**src/rtl/branch_resolve_unit_if.sv**
```systemverilog
// Fetch/decode/execute signal bundle for the branch resolve unit.
// The slave modport is the unit itself; master is whoever drives the pipeline side.
interface branch_resolve_unit_if #(
  parameter int CNT_W = 32
);
  logic [31:0]      PC_IF;
  logic             found_IF;
  logic [31:0]      NPC_predicted_IF;
  logic             stall_ID;
  logic             stall_EX;
  logic             flush_ID;
  logic             flush_EX;
  logic [2:0]       branch_EX;
  logic             br_EX;
  logic [31:0]      branch_target_EX;
  logic             found_EX;
  logic             pred_taken_EX;
  logic [31:0]      pred_target_EX;
  logic [31:0]      PC_EX;
  logic             mispredict;
  logic [31:0]      redirect_PC;
  logic             update_en;
  logic [31:0]      update_PC;
  logic [31:0]      update_target;
  logic             update_taken;
  logic [CNT_W-1:0] branch_cnt;
  logic [CNT_W-1:0] mispredict_cnt;

  modport slave (
    input  PC_IF, found_IF, NPC_predicted_IF, stall_ID, stall_EX, flush_ID, flush_EX,
           branch_EX, br_EX, branch_target_EX,
    output found_EX, pred_taken_EX, pred_target_EX, PC_EX, mispredict, redirect_PC,
           update_en, update_PC, update_target, update_taken, branch_cnt, mispredict_cnt
  );

  modport master (
    output PC_IF, found_IF, NPC_predicted_IF, stall_ID, stall_EX, flush_ID, flush_EX,
           branch_EX, br_EX, branch_target_EX,
    input  found_EX, pred_taken_EX, pred_target_EX, PC_EX, mispredict, redirect_PC,
           update_en, update_PC, update_target, update_taken, branch_cnt, mispredict_cnt
  );
endinterface

```
**src/rtl/branch_resolve_unit.sv**
```systemverilog
// Carries branch-prediction metadata from IF to EX, resolves mispredicts in EX,
// issues predictor updates and keeps saturating branch/mispredict counters.
module branch_resolve_unit #(
  parameter int         CNT_W    = 32,
  parameter logic [2:0] NOBRANCH = 3'd0   // the pipeline's "not a branch" branch_EX code
) (
  input  logic                  clk,
  input  logic                  rst,
  branch_resolve_unit_if.slave  bus
);

  logic             r_first;
  logic             r_valid_p1, r_found_p1, r_pt_p1;
  logic [31:0]      r_pc_p1, r_tgt_p1;
  logic             r_valid_p2, r_found_p2, r_pt_p2;
  logic [31:0]      r_pc_p2, r_tgt_p2;
  logic [CNT_W-1:0] r_bcnt, r_mcnt;

  logic             w_pred_taken_if;
  logic             w_adv;
  logic             w_is_br;
  logic             w_mispredict;
  logic             w_update_en;

  function automatic logic [CNT_W-1:0] sat_inc(input logic [CNT_W-1:0] v);
    return (&v) ? v : v + 1'b1;
  endfunction

  // A fall-through prediction is not "taken", even on a predictor hit.
  assign w_pred_taken_if = bus.found_IF && (bus.NPC_predicted_IF != (bus.PC_IF + 32'd4));

  assign w_adv        = r_valid_p2 && !bus.stall_EX;
  assign w_is_br      = (bus.branch_EX != NOBRANCH);
  assign w_mispredict = !rst && w_adv &&
                        ((bus.br_EX ^ r_pt_p2) ||
                         (bus.br_EX && r_pt_p2 && (bus.branch_target_EX != r_tgt_p2)));
  assign w_update_en  = !rst && w_adv && (w_is_br || r_found_p2);

  // IF -> ID/EX metadata; r_first keeps the first post-reset edge idle.
  always_ff @(posedge clk or posedge rst) begin
    if (rst) begin
      r_first    <= 1'b1;
      r_valid_p1 <= 1'b0;
      r_found_p1 <= 1'b0;
      r_pt_p1    <= 1'b0;
      r_pc_p1    <= '0;
      r_tgt_p1   <= '0;
      r_valid_p2 <= 1'b0;
      r_found_p2 <= 1'b0;
      r_pt_p2    <= 1'b0;
      r_pc_p2    <= '0;
      r_tgt_p2   <= '0;
    end else if (r_first) begin
      r_first <= 1'b0;
    end else begin
      if (w_mispredict || bus.flush_ID) r_valid_p1 <= 1'b0;
      else if (!bus.stall_ID)           r_valid_p1 <= 1'b1;
      if (!bus.stall_ID) begin
        r_pc_p1    <= bus.PC_IF;
        r_found_p1 <= bus.found_IF;
        r_pt_p1    <= w_pred_taken_if;
        r_tgt_p1   <= bus.NPC_predicted_IF;
      end
      // ID -> EX
      if (w_mispredict || bus.flush_EX) r_valid_p2 <= 1'b0;
      else if (!bus.stall_EX)           r_valid_p2 <= r_valid_p1;
      if (!bus.stall_EX) begin
        r_pc_p2    <= r_pc_p1;
        r_found_p2 <= r_found_p1;
        r_pt_p2    <= r_pt_p1;
        r_tgt_p2   <= r_tgt_p1;
      end
    end
  end

  // Performance counters
  always_ff @(posedge clk or posedge rst) begin
    if (rst) begin
      r_bcnt <= '0;
      r_mcnt <= '0;
    end else begin
      if (w_adv && w_is_br) r_bcnt <= sat_inc(r_bcnt);
      if (w_mispredict)     r_mcnt <= sat_inc(r_mcnt);
    end
  end

  assign bus.found_EX       = r_found_p2;
  assign bus.pred_taken_EX  = r_pt_p2;
  assign bus.pred_target_EX = r_tgt_p2;
  assign bus.PC_EX          = r_pc_p2;
  assign bus.mispredict     = w_mispredict;
  assign bus.redirect_PC    = bus.br_EX ? bus.branch_target_EX : (r_pc_p2 + 32'd4);
  assign bus.update_en      = w_update_en;
  assign bus.update_PC      = r_pc_p2;
  assign bus.update_taken   = bus.br_EX && w_is_br;
  assign bus.update_target  = bus.br_EX ? bus.branch_target_EX : r_tgt_p2;
  assign bus.branch_cnt     = r_bcnt;
  assign bus.mispredict_cnt = r_mcnt;

endmodule

```
**src/flat_wrapper.sv**
```systemverilog
// flat-port wrapper written by rule: the top's interface ports become plain ports
module branch_resolve_unit_flat 
#(
  parameter int         CNT_W    = 32,
  parameter logic [2:0] NOBRANCH = 3'd0                                                  
)
  (clk, rst, bus_PC_IF, bus_found_IF, bus_NPC_predicted_IF, bus_stall_ID, bus_stall_EX, bus_flush_ID, bus_flush_EX, bus_branch_EX, bus_br_EX, bus_branch_target_EX, bus_found_EX, bus_pred_taken_EX, bus_pred_target_EX, bus_PC_EX, bus_mispredict, bus_redirect_PC, bus_update_en, bus_update_PC, bus_update_target, bus_update_taken, bus_branch_cnt, bus_mispredict_cnt);
  branch_resolve_unit_if #(.CNT_W(CNT_W)) bus_i ();
  input  logic clk;
  input  logic rst;
  input wire logic [$bits(bus_i.PC_IF)-1:0] bus_PC_IF;
  input wire logic [$bits(bus_i.found_IF)-1:0] bus_found_IF;
  input wire logic [$bits(bus_i.NPC_predicted_IF)-1:0] bus_NPC_predicted_IF;
  input wire logic [$bits(bus_i.stall_ID)-1:0] bus_stall_ID;
  input wire logic [$bits(bus_i.stall_EX)-1:0] bus_stall_EX;
  input wire logic [$bits(bus_i.flush_ID)-1:0] bus_flush_ID;
  input wire logic [$bits(bus_i.flush_EX)-1:0] bus_flush_EX;
  input wire logic [$bits(bus_i.branch_EX)-1:0] bus_branch_EX;
  input wire logic [$bits(bus_i.br_EX)-1:0] bus_br_EX;
  input wire logic [$bits(bus_i.branch_target_EX)-1:0] bus_branch_target_EX;
  output wire logic [$bits(bus_i.found_EX)-1:0] bus_found_EX;
  output wire logic [$bits(bus_i.pred_taken_EX)-1:0] bus_pred_taken_EX;
  output wire logic [$bits(bus_i.pred_target_EX)-1:0] bus_pred_target_EX;
  output wire logic [$bits(bus_i.PC_EX)-1:0] bus_PC_EX;
  output wire logic [$bits(bus_i.mispredict)-1:0] bus_mispredict;
  output wire logic [$bits(bus_i.redirect_PC)-1:0] bus_redirect_PC;
  output wire logic [$bits(bus_i.update_en)-1:0] bus_update_en;
  output wire logic [$bits(bus_i.update_PC)-1:0] bus_update_PC;
  output wire logic [$bits(bus_i.update_target)-1:0] bus_update_target;
  output wire logic [$bits(bus_i.update_taken)-1:0] bus_update_taken;
  output wire logic [$bits(bus_i.branch_cnt)-1:0] bus_branch_cnt;
  output wire logic [$bits(bus_i.mispredict_cnt)-1:0] bus_mispredict_cnt;
  assign bus_i.PC_IF = bus_PC_IF;
  assign bus_i.found_IF = bus_found_IF;
  assign bus_i.NPC_predicted_IF = bus_NPC_predicted_IF;
  assign bus_i.stall_ID = bus_stall_ID;
  assign bus_i.stall_EX = bus_stall_EX;
  assign bus_i.flush_ID = bus_flush_ID;
  assign bus_i.flush_EX = bus_flush_EX;
  assign bus_i.branch_EX = bus_branch_EX;
  assign bus_i.br_EX = bus_br_EX;
  assign bus_i.branch_target_EX = bus_branch_target_EX;
  assign bus_found_EX = bus_i.found_EX;
  assign bus_pred_taken_EX = bus_i.pred_taken_EX;
  assign bus_pred_target_EX = bus_i.pred_target_EX;
  assign bus_PC_EX = bus_i.PC_EX;
  assign bus_mispredict = bus_i.mispredict;
  assign bus_redirect_PC = bus_i.redirect_PC;
  assign bus_update_en = bus_i.update_en;
  assign bus_update_PC = bus_i.update_PC;
  assign bus_update_target = bus_i.update_target;
  assign bus_update_taken = bus_i.update_taken;
  assign bus_branch_cnt = bus_i.branch_cnt;
  assign bus_mispredict_cnt = bus_i.mispredict_cnt;
  branch_resolve_unit #(.CNT_W(CNT_W), .NOBRANCH(NOBRANCH)) u_core (.clk(clk), .rst(rst), .bus(bus_i));
endmodule
```
**config.mk**
```make
export PLATFORM = sky130hd
export DESIGN_NAME = branch_resolve_unit_flat
export DESIGN_NICKNAME = d
export VERILOG_FILES = /design/src/rtl/branch_resolve_unit_if.sv /design/src/rtl/branch_resolve_unit.sv /design/src/flat_wrapper.sv
export SDC_FILE = /design/constraint.sdc
export NUM_CORES = 1
export LEC_CHECK = 0
export ABC_AREA = 1
export BUFFER_PORTS_ARGS = -buffer_cell sky130_fd_sc_hd__buf_2
export CAP_MARGIN = 20
export CORE_MARGIN = 5
export CORE_UTILIZATION = 30
export CTS_CLUSTER_SIZE = 28
export DETAILED_ROUTE_END_ITERATION = 10
export PLACE_DENSITY = 0.56
export SYNTH_ARGS = -nofsm -noshare
export SYNTH_HDL_FRONTEND = slang
export SYNTH_SLANG_ARGS = --single-unit
```
**constraint.sdc**
```tcl
create_clock -name clk -period 9.28 [get_ports clk]
set_clock_uncertainty 0.1 [all_clocks]
set_input_delay 1.856 -clock clk [delete_from_list [all_inputs] [get_ports clk]]
set_output_delay 1.856 -clock clk [all_outputs]
set_load 0.01 [all_outputs]
```
==> flow_summary_export.csv <==
group,metric,value,unit
critical_path,r2r_start,"u_core.bus.mispredict_cnt[1]$_DFFE_PP0P_",
cells_and_area,nets,2069,
floorplanning,io_pins,336,
cells_and_area,area_growth,21.3,%
clock_network,htreeDepth,4,
critical_path,cp_slowest_cell,"inv_1",
route,wirelength,44.2,mm
synth,ys_seq_area_share,41.7,%
cells_and_area,diodes,0,
route,num_vias,11800,
floorplanning,rows,73,
floorplanning,start_util,30.2,%
route,drcViolationCount,0,
clock_network,clock-root-buffer,"clkbuf_16",
synth,synth_cells,1674,
sta,fmax,176,MHz
synth,synth_warnings,0,
sta,post-route-period-util,61.4,%
power,pwr-share-seq,44.2,%
route,drtIter0Drc,677,
critical_path,crit_path_start,"bus_br_EX",
critical_path,critical_path_class,"in -> out",
route,first_pass_iters,8,
clock_network,clkLatencyLatePin,0.46,ns
synth,synth.net_count,1786,
clock_network,path_clk_slew,0.08,ns
worst_hold_path,min_to,"u_core.r_tgt_p1[18]$_DFFE_PP0P_",
sta,timing.final.max_slew_violations,0,
worst_hold_path,worstHoldPathCells,2,
grt,grt_max_degree,136,
place,gp_congestion,0.890,
route,wl_per_cell,17.7,um
critical_path,cp-start-kind,"input port",
sta,post-route-min-period,5.70,ns
critical_path,worstPathRequired,7.32,ns
critical_path,cp_common_cell,"buf_2",
sta,hold_violations,0,
clock_network,postCtsHoldBufs,0,
route,final_antenna_net_count,0,
floorplanning,core_area,39500,um^2
floorplanning,die_y,210,um
critical_path,crit_chain,"buf_2 > buf_4 > inv_1 > nand3b_1 > nand2_1 > buf_2",
power,intPower,0.00163,W
worst_hold_path,hp-class,"reg -> reg",
worst_hold_path,min-delay-start,"u_core.r_tgt_p1[18]$_DFFE_PP0P_",
cells_and_area,register_area,4980,um^2
route,vias_per_cell,4.71,
synth,ys_types,40,
clock_network,post_cts_resized,0,
power,swShare,36.7,%
power,ir_drop,94.9,uV
sta,worst_slew_pin_slew,0.991,ns
place,dp_hpwl,35.0,mm
place,port_buffers,335,
critical_path,reg2reg_depth,10,
critical_path,worst-path-max-fanout,76,
sta,slew_headroom,33.9,%
power,power.switching,0.000948,W
power,p_leak,7.45,nW
critical_path,worstSetupEndpointType,"output pin",
critical_path,ff2ff_setup_slack,6.65,ns
cells_and_area,drive_gt1_share,20.7,%
synth,netlist_area,11900,um^2
power,p_clk_share,29.3,%
grt,track_usage,19.9,%
grt,antenna_found_initial,1,
cells_and_area,fill_cells,4279,
grt,gr-total-overflow,0,
run,drv.max_cap_violation_count,0,
sta,tns,0,ns
clock_network,cts_setup_buffers,0,
power,p_comb_share,26.5,%
clock_network,clock-sinks,199,
critical_path,cp.arrival,3.74,ns
run_status,outcome,"completed",
power,p_per_area,178,nW/um^2
critical_path,max_stage_delay,0.68,ns
synth,ys_ff_latch,199,
sta,rsz0062_at_grt,"no",
critical_path,r2r_end,"u_core.bus.mispredict_cnt[6]$_DFFE_PP0P_",
clock_network,clockBufferDepth,2,
cells_and_area,final_cell_area,14500,um^2
sta,final-setup-viol-count,0,
grt,grt_pass1_vias,11700,
clock_network,cts_buffers,17,
floorplanning,fp.dieW,210,um
synth,avgSynthCellArea,7.14,um^2
grt,grt_pass1_wl,68.4,mm
clock_network,cts_tree,"done",
place,detailed_place.area,13900,um^2
floorplanning,dieArea,43900,um^2
cells_and_area,multi_input_area,5920,um^2
how the worst max path moves through the flow:
stage	end	slack, ns
after floorplan	u_core.bus.PC_EX[0]$_DFFE_PP0P_	1.90
after detailed placement	bus_redirect_PC[11]	3.61
final	bus_redirect_PC[14]	3.58
after global placement	bus_redirect_PC[14]	3.63
after global routing	bus_redirect_PC[13]	3.37
after CTS	bus_redirect_PC[14]	3.60
metal layers:
layer / vias to the layer above / wire length, um / GRT usage (%)
li1: 5827 / - / -
met1: 5547 / 19800 / 26.9
met2: 319 / 20800 / 32.6
met3: 57 / 2380 / 3.29
met4: 2 / 1150 / 6.37
met5: - / 13 / 0
synthesized netlist by cell type:
cell type | number | area [um^2]
buf_6 | 4 | 45.0
ha_1 | 5 | 62.6
or2_1 | 2 | 12.5
and2_1 | 1 | 6.26
nand2_2 | 1 | 6.26
inv_1 | 159 | 597
buf_4 | 33 | 248
inv_2 | 3 | 11.3
nor3_4 | 1 | 16.3
a31o_2 | 1 | 8.76
nor3b_1 | 1 | 7.51
buf_1 | 3 | 11.3
dfstp_2 | 1 | 26.3
nor2_2 | 1 | 6.26
nand4_1 | 29 | 181
xor2_1 | 66 | 578
o21bai_1 | 2 | 15.0
mux2_2 | 6 | 67.6
nor4_1 | 10 | 62.6
o31ai_1 | 1 | 7.51
nand3_1 | 61 | 305
dfrtp_1 | 198 | 4950
a21boi_2 | 1 | 11.3
o21ai_2 | 11 | 96.3
nor3_1 | 42 | 210
nor2_4 | 2 | 22.5
o22ai_1 | 1 | 6.26
o221ai_1 | 1 | 8.76
nand2_1 | 625 | 2350
clkbuf_1 | 35 | 131
a21boi_1 | 1 | 7.51
nor2_1 | 145 | 544
xnor2_1 | 54 | 473
and3_1 | 1 | 6.26
a21oi_1 | 6 | 30.0
conb_1 | 1 | 3.75
buf_2 | 3 | 15.0
o21ai_0 | 150 | 751
nand3b_1 | 5 | 37.5
nor3_2 | 1 | 10.0
layout make-up:
| type | count | share of cell area (%) |
|---|---|---|
| inverter | 162 | 4.25 |
| tap | 525 | 4.53 |
| clock buffer | 17 | 2.94 |
| multi-input combinational | 1235 | 40.9 |
| sequential | 199 | 34.4 |
| clock inverter | 15 | 1.11 |
| timing repair buffer | 342 | 11.9 |
state kept, by name, summed over array words and instances (netlist names), 32 cells and up:
name and count:
u_core.r_tgt_p1 32, u_core.r_pc_p1 32, u_core.bus.PC_EX 32, u_core.bus.mispredict_cnt 32
u_core.bus.pred_target_EX 32, u_core.bus.branch_cnt 32
metrics by stage:
| step | instances | hold WS [ns] | worst slack, ns | util [%] | power (W) |
|---|---|---|---|---|---|
| global route | 2495 | 0.401 | 3.37 | 36.6 | 0.00274 |
| floorplan | 1674 | 0.336 | 1.90 | - | 0.00154 |
| CTS | 2494 | 0.379 | 3.60 | 36.6 | 0.00262 |
| detailed placement | 2462 | 0.359 | 3.61 | 35.1 | 0.00185 |
| global placement | 2462 | 0.353 | 3.63 | 35.1 | 0.00184 |
| finish | 2495 | 0.376 | 3.58 | 36.6 | 0.00258 |
critical path: cells and delay by family:
kind	cells	cell delay, ns
buffers and inverters	4	1.49
and+or+nand+nor	2	0.34
power by group through the flow:
| stage | logic (W) | clock network [W] | registers (W) |
|---|---|---|---|
| after global routing | 0.000765 | 0.000819 | 0.00116 |
| after floorplan | 0.000387 | 0 | 0.00115 |
| after detailed placement | 0.000692 | 0 | 0.00116 |
| after global placement | 0.000690 | 0 | 0.00115 |
| after CTS | 0.000695 | 0.000785 | 0.00114 |
| final | 0.000684 | 0.000756 | 0.00114 |
layout by cell type, fill, tap and decap left out, types with 2 or more instances in the layout:
cell type | Yosys | layout
mux2_2 | 6 | 6
inv_8 | 0 | 4
o21ai_0 | 150 | 150
nor2_1 | 145 | 143
nand3b_1 | 5 | 5
dfrtp_1 | 198 | 198
nor3_1 | 42 | 42
nor4_1 | 10 | 10
nand3_1 | 61 | 61
nor2_4 | 2 | 4
buf_2 | 3 | 335
xor2_1 | 66 | 66
a21oi_1 | 6 | 6
inv_6 | 0 | 4
o21bai_1 | 2 | 2
or2_1 | 2 | 2
inv_2 | 3 | 3
buf_4 | 33 | 7
ha_1 | 5 | 5
nand4_1 | 29 | 29
xnor2_1 | 54 | 54
clkbuf_16 | 0 | 17
nand2_1 | 625 | 625
o21ai_2 | 11 | 11
clkinvlp_4 | 0 | 5
inv_1 | 159 | 158
kinds of logic (layout without fill, tap and decap cells):
group                    after synthesis  after routing  synth area share [%]
other                                  1              1                0.0314
buffers and inverters                240            536                  8.86
AND/OR/NAND/NOR                      928            928                  31.6
XOR/XNOR                             120            120                  8.80
multiplexers                           6              6                 0.565
AO/OA/AOI/OAI                        175            175                  7.89
adder cells (fa/ha/maj)                5              5                 0.524
flip-flops                           199            199                  41.7
Power figures use the tool's default switching activity.
